$ cat src/rtl/lcd_score_announcer_pkg.sv
// Shared encodings, FSM states, ASCII constants and message text for lcd_score_announcer.
package lcd_score_announcer_pkg;

  localparam int unsigned DefCharGap = 4;
  localparam int unsigned DefMsgLen  = 16;

  localparam logic [1:0] StatusTied    = 2'b00;
  localparam logic [1:0] StatusP1Leads = 2'b01;
  localparam logic [1:0] StatusP2Leads = 2'b10;

  typedef enum logic [2:0] {
    StIdle,
    StClear,
    StGap,
    StWrite,
    StDone
  } state_e;

  localparam logic [7:0] AsciiSpace = 8'h20;
  localparam logic [7:0] AsciiZero  = 8'h30;
  localparam logic [7:0] AsciiOne   = 8'h31;
  localparam logic [7:0] AsciiTwo   = 8'h32;
  localparam logic [7:0] AsciiColon = 8'h3a;

  localparam logic [127:0] TxtP1   = "Player 1 winning";
  localparam logic [127:0] TxtP2   = "Player 2 winning";
  localparam logic [127:0] TxtTied = "Score is tied!  ";

  // Positions past the 16-character text pad with spaces.
  function automatic logic [7:0] line1_char(input logic [1:0] st, input int unsigned idx);
    logic [127:0] txt;
    logic [6:0]   base;
    case (st)
      StatusP1Leads: txt = TxtP1;
      StatusP2Leads: txt = TxtP2;
      default:       txt = TxtTied;
    endcase
    if (idx >= 16) return AsciiSpace;
    base = 7'(8 * (15 - idx));
    return txt[base +: 8];
  endfunction

  function automatic logic [7:0] ascii_digit(input logic [3:0] d);
    return AsciiZero + {4'b0000, d};
  endfunction

endpackage

$ cat src/rtl/lcd_score_announcer_bin2bcd.sv
// score_bin2bcd: 10-bit score to three decimal digits, clamped at 999.
// Only built when LCD_SCORE_DIGITS_EN is defined.
`ifdef LCD_SCORE_DIGITS_EN
module score_bin2bcd (
  input  logic [9:0] i_bin,
  output logic [3:0] o_hundreds,
  output logic [3:0] o_tens,
  output logic [3:0] o_ones
);

  logic [9:0] w_val;

  assign w_val      = (i_bin > 10'd999) ? 10'd999 : i_bin;
  assign o_hundreds = 4'(w_val / 10'd100);
  assign o_tens     = 4'((w_val / 10'd10) % 10'd10);
  assign o_ones     = 4'(w_val % 10'd10);

endmodule
`endif

$ cat src/rtl/lcd_score_announcer.sv
// Announces the leading player on a character LCD: clear strobe, then one write per character.
// Optional LCD_SCORE_DIGITS_EN adds a second line with both scores in decimal.
module lcd_score_announcer
  import lcd_score_announcer_pkg::*;
#(
  parameter int unsigned CHAR_GAP = DefCharGap,
  parameter int unsigned MSG_LEN  = DefMsgLen
) (
  input  logic       clock,
  input  logic       resetn,
  input  logic [9:0] player1_score,
  input  logic [9:0] player2_score,
  input  logic       lcd_ready,
  output logic       lcd_clear,
  output logic       lcd_write_en,
  output logic [7:0] lcd_write_data,
  output logic       busy,
  output logic [1:0] status
);

`ifdef LCD_SCORE_DIGITS_EN
  localparam int unsigned TotalLen = 2 * MSG_LEN;
`else
  localparam int unsigned TotalLen = MSG_LEN;
`endif
  localparam int unsigned IdxW = $clog2(TotalLen + 1);
  localparam int unsigned GapW = (CHAR_GAP > 1) ? $clog2(CHAR_GAP) : 1;
  localparam logic [GapW-1:0] GapLoad = (CHAR_GAP == 0) ? '0 : GapW'(CHAR_GAP - 1);

  state_e          r_state;
  logic [IdxW-1:0] r_idx;
  logic [GapW-1:0] r_gap;
  logic [1:0]      r_snap_status;
  logic [1:0]      r_announced;
  logic            r_announced_valid;
  logic [1:0]      w_status;
  logic            w_start;
  logic            w_last;
  logic [7:0]      w_char;

  always_comb begin
    w_status = StatusTied;
    if (player1_score > player2_score)      w_status = StatusP1Leads;
    else if (player2_score > player1_score) w_status = StatusP2Leads;
  end

`ifdef LCD_SCORE_DIGITS_EN
  logic [9:0]  r_snap_p1, r_snap_p2, r_ann_p1, r_ann_p2;
  logic [3:0]  w_p1_h, w_p1_t, w_p1_o, w_p2_h, w_p2_t, w_p2_o;
  logic [7:0]  w_line2;
  int unsigned w_pos;

  score_bin2bcd u_bcd_p1 (
    .i_bin      (r_snap_p1),
    .o_hundreds (w_p1_h),
    .o_tens     (w_p1_t),
    .o_ones     (w_p1_o)
  );

  score_bin2bcd u_bcd_p2 (
    .i_bin      (r_snap_p2),
    .o_hundreds (w_p2_h),
    .o_tens     (w_p2_t),
    .o_ones     (w_p2_o)
  );

  // Line 2 layout: "1:ddd     2:ddd "
  always_comb begin
    w_pos   = 32'(r_idx) - MSG_LEN;
    w_line2 = AsciiSpace;
    case (w_pos)
      0:  w_line2 = AsciiOne;
      1:  w_line2 = AsciiColon;
      2:  w_line2 = ascii_digit(w_p1_h);
      3:  w_line2 = ascii_digit(w_p1_t);
      4:  w_line2 = ascii_digit(w_p1_o);
      10: w_line2 = AsciiTwo;
      11: w_line2 = AsciiColon;
      12: w_line2 = ascii_digit(w_p2_h);
      13: w_line2 = ascii_digit(w_p2_t);
      14: w_line2 = ascii_digit(w_p2_o);
      default: w_line2 = AsciiSpace;
    endcase
  end
`endif

  always_comb begin
    w_start = !r_announced_valid || (w_status != r_announced);
`ifdef LCD_SCORE_DIGITS_EN
    w_start = w_start || (player1_score != r_ann_p1) || (player2_score != r_ann_p2);
`endif
    w_char = line1_char(r_snap_status, 32'(r_idx));
`ifdef LCD_SCORE_DIGITS_EN
    if (32'(r_idx) >= MSG_LEN) w_char = w_line2;
`endif
  end

  assign w_last = (32'(r_idx) == TotalLen - 1);

  always_ff @(posedge clock or negedge resetn) begin
    if (!resetn) begin
      r_state           <= StIdle;
      r_idx             <= '0;
      r_gap             <= '0;
      r_snap_status     <= StatusTied;
      r_announced       <= StatusTied;
      r_announced_valid <= 1'b0;
`ifdef LCD_SCORE_DIGITS_EN
      r_snap_p1         <= '0;
      r_snap_p2         <= '0;
      r_ann_p1          <= '0;
      r_ann_p2          <= '0;
`endif
    end else begin
      unique case (r_state)
        StIdle: begin
          if (w_start) begin
            r_snap_status <= w_status;
`ifdef LCD_SCORE_DIGITS_EN
            r_snap_p1     <= player1_score;
            r_snap_p2     <= player2_score;
`endif
            r_idx         <= '0;
            r_state       <= StClear;
          end
        end
        StClear: begin
          if (lcd_ready) begin
            r_gap   <= GapLoad;
            r_state <= (CHAR_GAP == 0) ? StWrite : StGap;
          end
        end
        StGap: begin
          // r_idx already points past the last character once the message is out.
          if (r_gap == '0) r_state <= (32'(r_idx) == TotalLen) ? StDone : StWrite;
          else             r_gap   <= r_gap - 1'b1;
        end
        StWrite: begin
          if (lcd_ready) begin
            r_idx <= r_idx + 1'b1;
            r_gap <= GapLoad;
            if (CHAR_GAP != 0) r_state <= StGap;
            else if (w_last)   r_state <= StDone;
          end
        end
        StDone: begin
          r_announced       <= r_snap_status;
          r_announced_valid <= 1'b1;
`ifdef LCD_SCORE_DIGITS_EN
          r_ann_p1          <= r_snap_p1;
          r_ann_p2          <= r_snap_p2;
`endif
          r_state           <= StIdle;
        end
        default: r_state <= StIdle;
      endcase
    end
  end

  // Strobes qualify on lcd_ready in the same cycle so a not-ready LCD never sees one.
  assign lcd_clear      = (r_state == StClear) && lcd_ready;
  assign lcd_write_en   = (r_state == StWrite) && lcd_ready;
  assign lcd_write_data = lcd_write_en ? w_char : 8'h00;
  assign busy           = (r_state != StIdle);
  assign status         = w_status;

endmodule

$ cat config.mk
export PLATFORM = sky130hd
export DESIGN_NAME = lcd_score_announcer
export DESIGN_NICKNAME = d
export VERILOG_FILES = /design/src/rtl/lcd_score_announcer_pkg.sv /design/src/rtl/lcd_score_announcer_bin2bcd.sv /design/src/rtl/lcd_score_announcer.sv
export SDC_FILE = /design/constraint.sdc
export NUM_CORES = 1
export LEC_CHECK = 0
export BUFFER_PORTS_ARGS = -buffer_cell sky130_fd_sc_hd__buf_4
export CORE_MARGIN = 2
export CORE_UTILIZATION = 49
export DETAILED_ROUTE_END_ITERATION = 8
export PLACE_DENSITY = 0.82
export RECOVER_POWER = 25
export SYNTH_ARGS = -nofsm -noshare
export SYNTH_HDL_FRONTEND = slang
export SYNTH_HIERARCHICAL = 1
export SYNTH_SLANG_ARGS = --single-unit
$ cat constraint.sdc
create_clock -name clock -period 1.99 [get_ports clock]
set_input_delay 0.0995 -clock clock [delete_from_list [all_inputs] [get_ports clock]]
set_output_delay 0.0995 -clock clock [all_outputs]
set_load 0.03 [all_outputs]
==> qor.txt, run 1 <==
Gate Count Post-Synth -> 191
Clock Latency Late Sink -> 0.29 ns
Pre-CTS setup slack -> -0.02351 ns
Placed cells -> 276
Post-synthesis sequential area ratio -> 24.25%
Die Span Y -> 60.20 um
Internal power -> 1681 uW
Sequential share of power -> 20.0%
NumNets Final -> 293
Final Slew Violations -> 0
Congestion Overflow GR -> 0
Cell Area, Synth -> 0.001548 mm^2
Post-DP HPWL -> 2807 um
Seq cells post-synth -> 15
Row count -> 20
Finished Cell Area -> 0.002271 mm^2
CP Max Fanout -> 4
DRT iter0 DRCs -> 120
Placer Congestion -> 0.8856
Slew margin rel. -> 46.60%
Pwr Density -> 1392 mW/mm^2
Post-route ant nets -> 0
Multi-input logic area -> 0.001226 mm^2
Combinational Power Share -> 74.4%
Routed len/inst -> 14.45 um
Hold/Removal Path Class -> in2reg
Failing checks -> setup timing
Final hold violation count -> 0
Commonest non-fill, non-tap cells in the layout -> 53 x buf_4, 19 x inv_1, 15 x ha_1, 14 x nand2_1, 14 x dfrtp_1
Critical Path Sink Type -> output pin
CTS tree -> done
Max Freq -> 452.1 MHz
Core box area -> 0.003028 mm^2
Top-area cell type share of the netlist area -> 24.25%
Max VDD drop -> 790.3 uV
Setup-failing EPs final -> 6
Root buffer cell -> clkbuf_4
Startpoint class of the critical path -> flip-flop
DRC -> 0
Setup TNS -> -0.8499 ns
FILL cells -> 217
Leak -> 0.001062 uW
Number of I/O port buffers -> 34
Tot GR Track Use -> 23.79%
Post-layout utilization of the core -> 75.00%
Vias in the first global route -> 1520
Num ports -> 36
Final std cells w/o fill -> 291
Dpl cell area -> 0.002001 mm^2
Crit path DAT -> 2.11 ns
DIE AREA -> 0.003624 mm^2
Initial antenna violation count -> 0
Status -> finished, violations left
Starting Density -> 51.12%
Crit Path Category -> reg2out
Clk buf depth -> 2
Via/cell ratio -> 5.564
Measured slew at the worst slew-check pin -> 0.8010 ns
Synth area leader -> dfrtp_1
FF+latch area -> 376.6 um^2
DIE WIDTH -> 60.20 um
Yosys warns -> 6
Final WS setup -> -0.2221 ns
Synthesis-to-layout area growth -> 46.73%
Sw power -> 1479 uW
Largest net degree at the start of global routing -> 16
Clock group share of total power -> 5.6%
Crit share post-route -> 111.2%
Syn_nets -> 236
Max-Cap Viols -> 0
Clock-pin slew on the worst setup and hold paths -> 0.10 ns
# diodes -> 0
First-pass GRT wire length -> 6624 um
Async SR Flop Fraction -> 100.0%
DRT Pass-1 Iters -> 4
Routed wire length -> 4204 um
H-tree levels -> 1
Worst Path Required -> 1.89 ns
Num CTS Buffers -> 3
Synth unique cells -> 44
Via count -> 1619
RSZ-0062 raised after global routing -> yes
Predominant post-synthesis flop cell -> dfrtp_1
Final min period -> 2.212 ns
Synth top area cells -> dfrtp_1 24%, ha_1 18%, inv_1 5.3%
Syn avg cell area -> 8.103 um^2
Clock Skew -> 0.01146 ns
Most common library cell in the layout ignoring fill and taps -> buf_4
Clock Sinks -> 15
Switching share of total power -> 46.79%
Post-synth EDFFs -> 0
Ratio of cells with drive above 1 in the final layout -> 41.70%
[worst max-delay path: stages, from the launching register on]
cell and delay, ns:
dfrtp_1 0.39, inv_2 0.08, ha_4 0.22, inv_4 0.07
ha_4 0.17, nor2_1 0.05, a211o_1 0.25, o21ai_1 0.09
nand2_1 0.11, a211oi_4 0.25, buf_6 0.16
[registers in the layout, indices dropped and copies added (netlist names)]
register and count:
r_snap_status 2, r_announced_valid 1, r_idx 5, r_announced 2, r_state 3, r_gap 2
[path summary, 6_finish.rpt]
| path | start | to | slack (ns) | cells past startpoint |
|---|---|---|---|---|
| min | lcd_ready | r_state[1] | 0.16 | 3 |
| max in group asynchronous | resetn | r_idx[1] | 1.04 | 2 |
| min in group asynchronous | resetn | r_gap[1] | 0.41 | 2 |
| max reg2reg | r_announced[1] | r_idx[4] | 0.26 | 6 |
| max | r_snap_status[0] | lcd_write_data[0] | -0.22 | 10 |
| min reg2reg | r_announced_valid | r_announced_valid | 0.51 | 1 |
[power by group through the flow]
stage	combinational (uW)	sequential (uW)	clock, uW
final	2350	631	176
after global routing	2550	652	191
after global placement	1660	611	0
after CTS	1990	627	177
after floorplan	1270	503	0
after detailed placement	1700	621	0
[cells in the mapped netlist (all sizes together), types with 3 or more instances]
cell    instances
o21ai          12
dfrtp          15
nor3b           3
nand2b          3
nor3            3
xor2            3
nor2b           5
clkbuf          9
inv            22
nand2          15
ha             22
mux2            4
and3            3
a211oi          4
nor2           15
nand3           3
nand4           3
a21oi          18
[stage by stage]
stage | hold slack [ns] | total power, uW
detailed placement | -0.03862 | 2325
global route | 0.2147 | 3395
floorplan | -0.1961 | 1769
global placement | -0.03839 | 2273
CTS | 0.1637 | 2792
finish | 0.1567 | 3160
[repair_timing]
action | 4_1_cts | 5_1_grt
buffers inserted | 3 | 8
endpoints found under the setup margin | 6 | 6
hold buffers | 1 | 0
gates resized for setup | 27 | 16
pin swaps | 11 | 8
endpoints found under the hold margin | 15 | 0
[cells by family (layout without fill, tap and decap cells)]
group	Yosys count	in the layout	synth area share, %
AND/OR/NAND/NOR	61	61	20.86
AO/OA/AOI/OAI	50	50	21.59
buffers and inverters	33	89	8.326
adder cells (fa/ha/maj)	22	22	17.78
flip-flops	15	15	24.25
multiplexers	6	6	5.254
XOR/XNOR	3	3	1.698
other	1	1	0.2423
[layout make-up]
type | instances | area share [%]
flip-flops and latches | 15 | 16.58
clock buffers | 4 | 1.157
repair buffers | 63 | 22.09
well taps | 44 | 2.424
multi-input cells | 143 | 53.99
inverters | 22 | 3.747
[layer usage]
| metal | routed length [um] | part of all wire (%) | vias to the layer above | GRT usage, % |
|---|---|---|---|---|
| li1 | - | - | 785 | - |
| met3 | 141 | 3.4 | 12 | 2.381 |
| met1 | 1816 | 43 | 779 | 31.85 |
| met4 | 80 | 1.9 | 0 | 6.349 |
| met5 | 0 | 0 | - | 0 |
| met2 | 2166 | 52 | 43 | 40.68 |
Note: power is estimated with default switching activity, not from simulation.
==> run 2, diff against run 1 <==
- CORE_UTILIZATION: 49 -> 54
- PLACE_DENSITY: 0.82 -> 0.85
- clock period: 1.99 -> 2.3 ns (I/O delays scaled with it)
==> run 2 against run 1 <==
  * The flow still finishes with violations (setup timing)
  * Global-route usage is 1.5 points lower
  * Routed wire length is 16% lower
  * First-iteration DRC count shrank 68%
  * Clock skew down 0.0058 ns
  * Flip-flop and latch count unchanged
  * Register-to-register slack better by 0.31 ns
  * Largest cell class unchanged
  * Highest routed layer unchanged
==> qor.txt, run 2 (same netlist as run 1, synthesis figures left out) <==
Setup TNS -> -0.02421 ns
Hold WS -> 0.1642 ns
Via/cell ratio -> 5.837
DIE WIDTH -> 57.54 um
Worst r2r dst -> r_idx[4]
CP dominant cell by count -> buf_4
Flop2flop setup slack -> 0.57 ns
Startpoint class of the critical path -> flip-flop
Crit share post-route -> 101.1%
Largest net degree at the start of global routing -> 27
Hold Path Origin -> lcd_ready
Worst Path Required -> 2.18 ns
WHS Endpoint -> r_state[1]
Number of I/O port buffers -> 34
Congestion Overflow GR -> 0
Overall Power -> 2310 uW
Reg2Reg Depth -> 6
Slew margin rel. -> 47.13%
Crit path DAT -> 2.21 ns
Pwr Density -> 1133 mW/mm^2
Clock Skew -> 0.005688 ns
Post-route ant nets -> 0
Initial antenna violation count -> 0
FILL cells -> 198
DRT iter0 DRCs -> 38
Clock Latency Late Sink -> 0.30 ns
Max-Cap Viols -> 0
RR Startpoint -> r_announced[1]
Final WS setup -> -0.02421 ns
Hold path depth -> 3
Most common library cell in the layout ignoring fill and taps -> buf_4
Num ports -> 36
# diodes -> 0
Num CTS Buffers -> 3
Via count -> 1535
H-tree levels -> 1
Failing checks -> setup timing
Final min period -> 2.324 ns
Vias in the first global route -> 1390
RSZ-0062 raised after global routing -> yes
Multi-input logic area -> 0.001142 mm^2
Reg with most FFs -> r_idx
Leak -> 0.0009784 uW
Clk buf depth -> 2
Routed wire length -> 3531 um
Top flop regs -> r_idx: 5 flops, r_state: 3 flops
Pre-CTS setup slack -> 0.1252 ns
DRC -> 0
Max VDD drop -> 799.1 uV
FF+latch area -> 377.9 um^2
NumNets Final -> 278
Core box area -> 0.002734 mm^2
DRT Pass-1 Iters -> 4
Routed len/inst -> 13.43 um
Max reg flops -> 5
Status -> finished, violations left
Clock Sinks -> 15
CP Max Fanout -> 3
Worst-path cell chain -> buf_4 > inv_1 > ha_1 > o21ai_0 > a21oi_1 > a211o_1 > a211oi_2 > buf_4
Hold/Removal Path Class -> in2reg
Measured slew at the worst slew-check pin -> 0.7931 ns
Crit Path Category -> reg2out
Placer Congestion -> 0.8138
Critical path's slowest cell -> dfrtp_1
Commonest non-fill, non-tap cells in the layout -> 44 x buf_4, 20 x inv_1, 18 x ha_1
Die Span Y -> 57.54 um
Final Slew Violations -> 0
First-pass GRT wire length -> 5782 um
Tot GR Track Use -> 22.34%
Clock-pin slew on the worst setup and hold paths -> 0.09 ns
Starting Density -> 56.61%
CTS tree -> done
Setup-failing EPs final -> 1
Final hold violation count -> 0
Post-layout utilization of the core -> 74.55%
Ratio of cells with drive above 1 in the final layout -> 33.19%
Row count -> 19
Synthesis-to-layout area growth -> 31.69%
Critical Path Sink Type -> output pin
Root buffer cell -> clkbuf_4
Slowest stage delay, CP -> 0.41 ns
Max Freq -> 430.3 MHz
Post-DP HPWL -> 2593 um
DIE AREA -> 0.003310 mm^2
-- run 2: cell types whose count changed in the layout (fill, tap and decap cells not counted), moves of 2 or more --
| cell | change |
|---|---|
| ha_1 | +3 |
| buf_6 | -6 |
| a21oi_1 | +5 |
| ha_4 | -2 |
| nor2_1 | +2 |
| a21oi_2 | -5 |
| buf_4 | -9 |
-- run 2: worst max path at each step --
stage,start,end,slack [ns],depth (start not counted)
after floorplan,r_snap_status[0],lcd_write_data[3],0.007,7
after global placement,r_snap_status[0],lcd_write_data[1],0.19,9
after detailed placement,r_snap_status[0],lcd_write_data[1],0.13,9
after CTS,r_snap_status[1],lcd_write_data[3],0.003,8
after global routing,r_snap_status[1],lcd_write_data[0],-0.09,8
final,r_snap_status[1],lcd_write_data[0],-0.02,8
-- run 2: where the power goes --
| part | internal [uW] | switching, uW |
|---|---|---|
| sequential | 363 | 192 |
| combinational | 789 | 805 |
| clock | 64.9 | 95.9 |
| total | 1220 | 1090 |
-- run 2: stage by stage --
stage	cell area (um^2)	instances
floorplan	1559	191
global placement	1859	252
detailed placement	1859	252
CTS	1949	259
global route	2038	263
finish	2038	263
-- run 2: critical path: cells and delay by family, from the launching register on --
kind	cells	cell delay [ns]
adder cells (fa/ha/maj)	1	0.20
AO/OA/AOI/OAI	4	0.94
flip-flops	1	0.41
buffers and inverters	3	0.36
-- run 2: timing repair --
| action | 4_1_cts | 5_1_grt |
|---|---|---|
| hold buffers | 1 | 0 |
| endpoints found under the setup margin | 4 | 5 |
| pin swaps | 2 | 7 |
| resized for setup | 9 | 18 |
| hold endpoints to repair | 15 | 0 |
| buffers inserted | 2 | 4 |
-- run 2: cell type report --
cell class | count | area share, %
Tap cell | 31 | 1.903
Clock inverter | 1 | 0.2455
Sequential cell | 15 | 18.54
Inverter | 22 | 4.174
Clock buffer | 3 | 1.105
Multi-Input combinational cell | 143 | 56.05
Timing Repair Buffer | 48 | 17.99
-- run 2: routing by layer --
| layer | GRT usage [%] | wire length (um) |
|---|---|---|
| met4 | 6.977 | 68 |
| met5 | 0 | 0 |
| met3 | 4.308 | 211 |
| met1 | 26.11 | 1361 |
| met2 | 40.75 | 1890 |
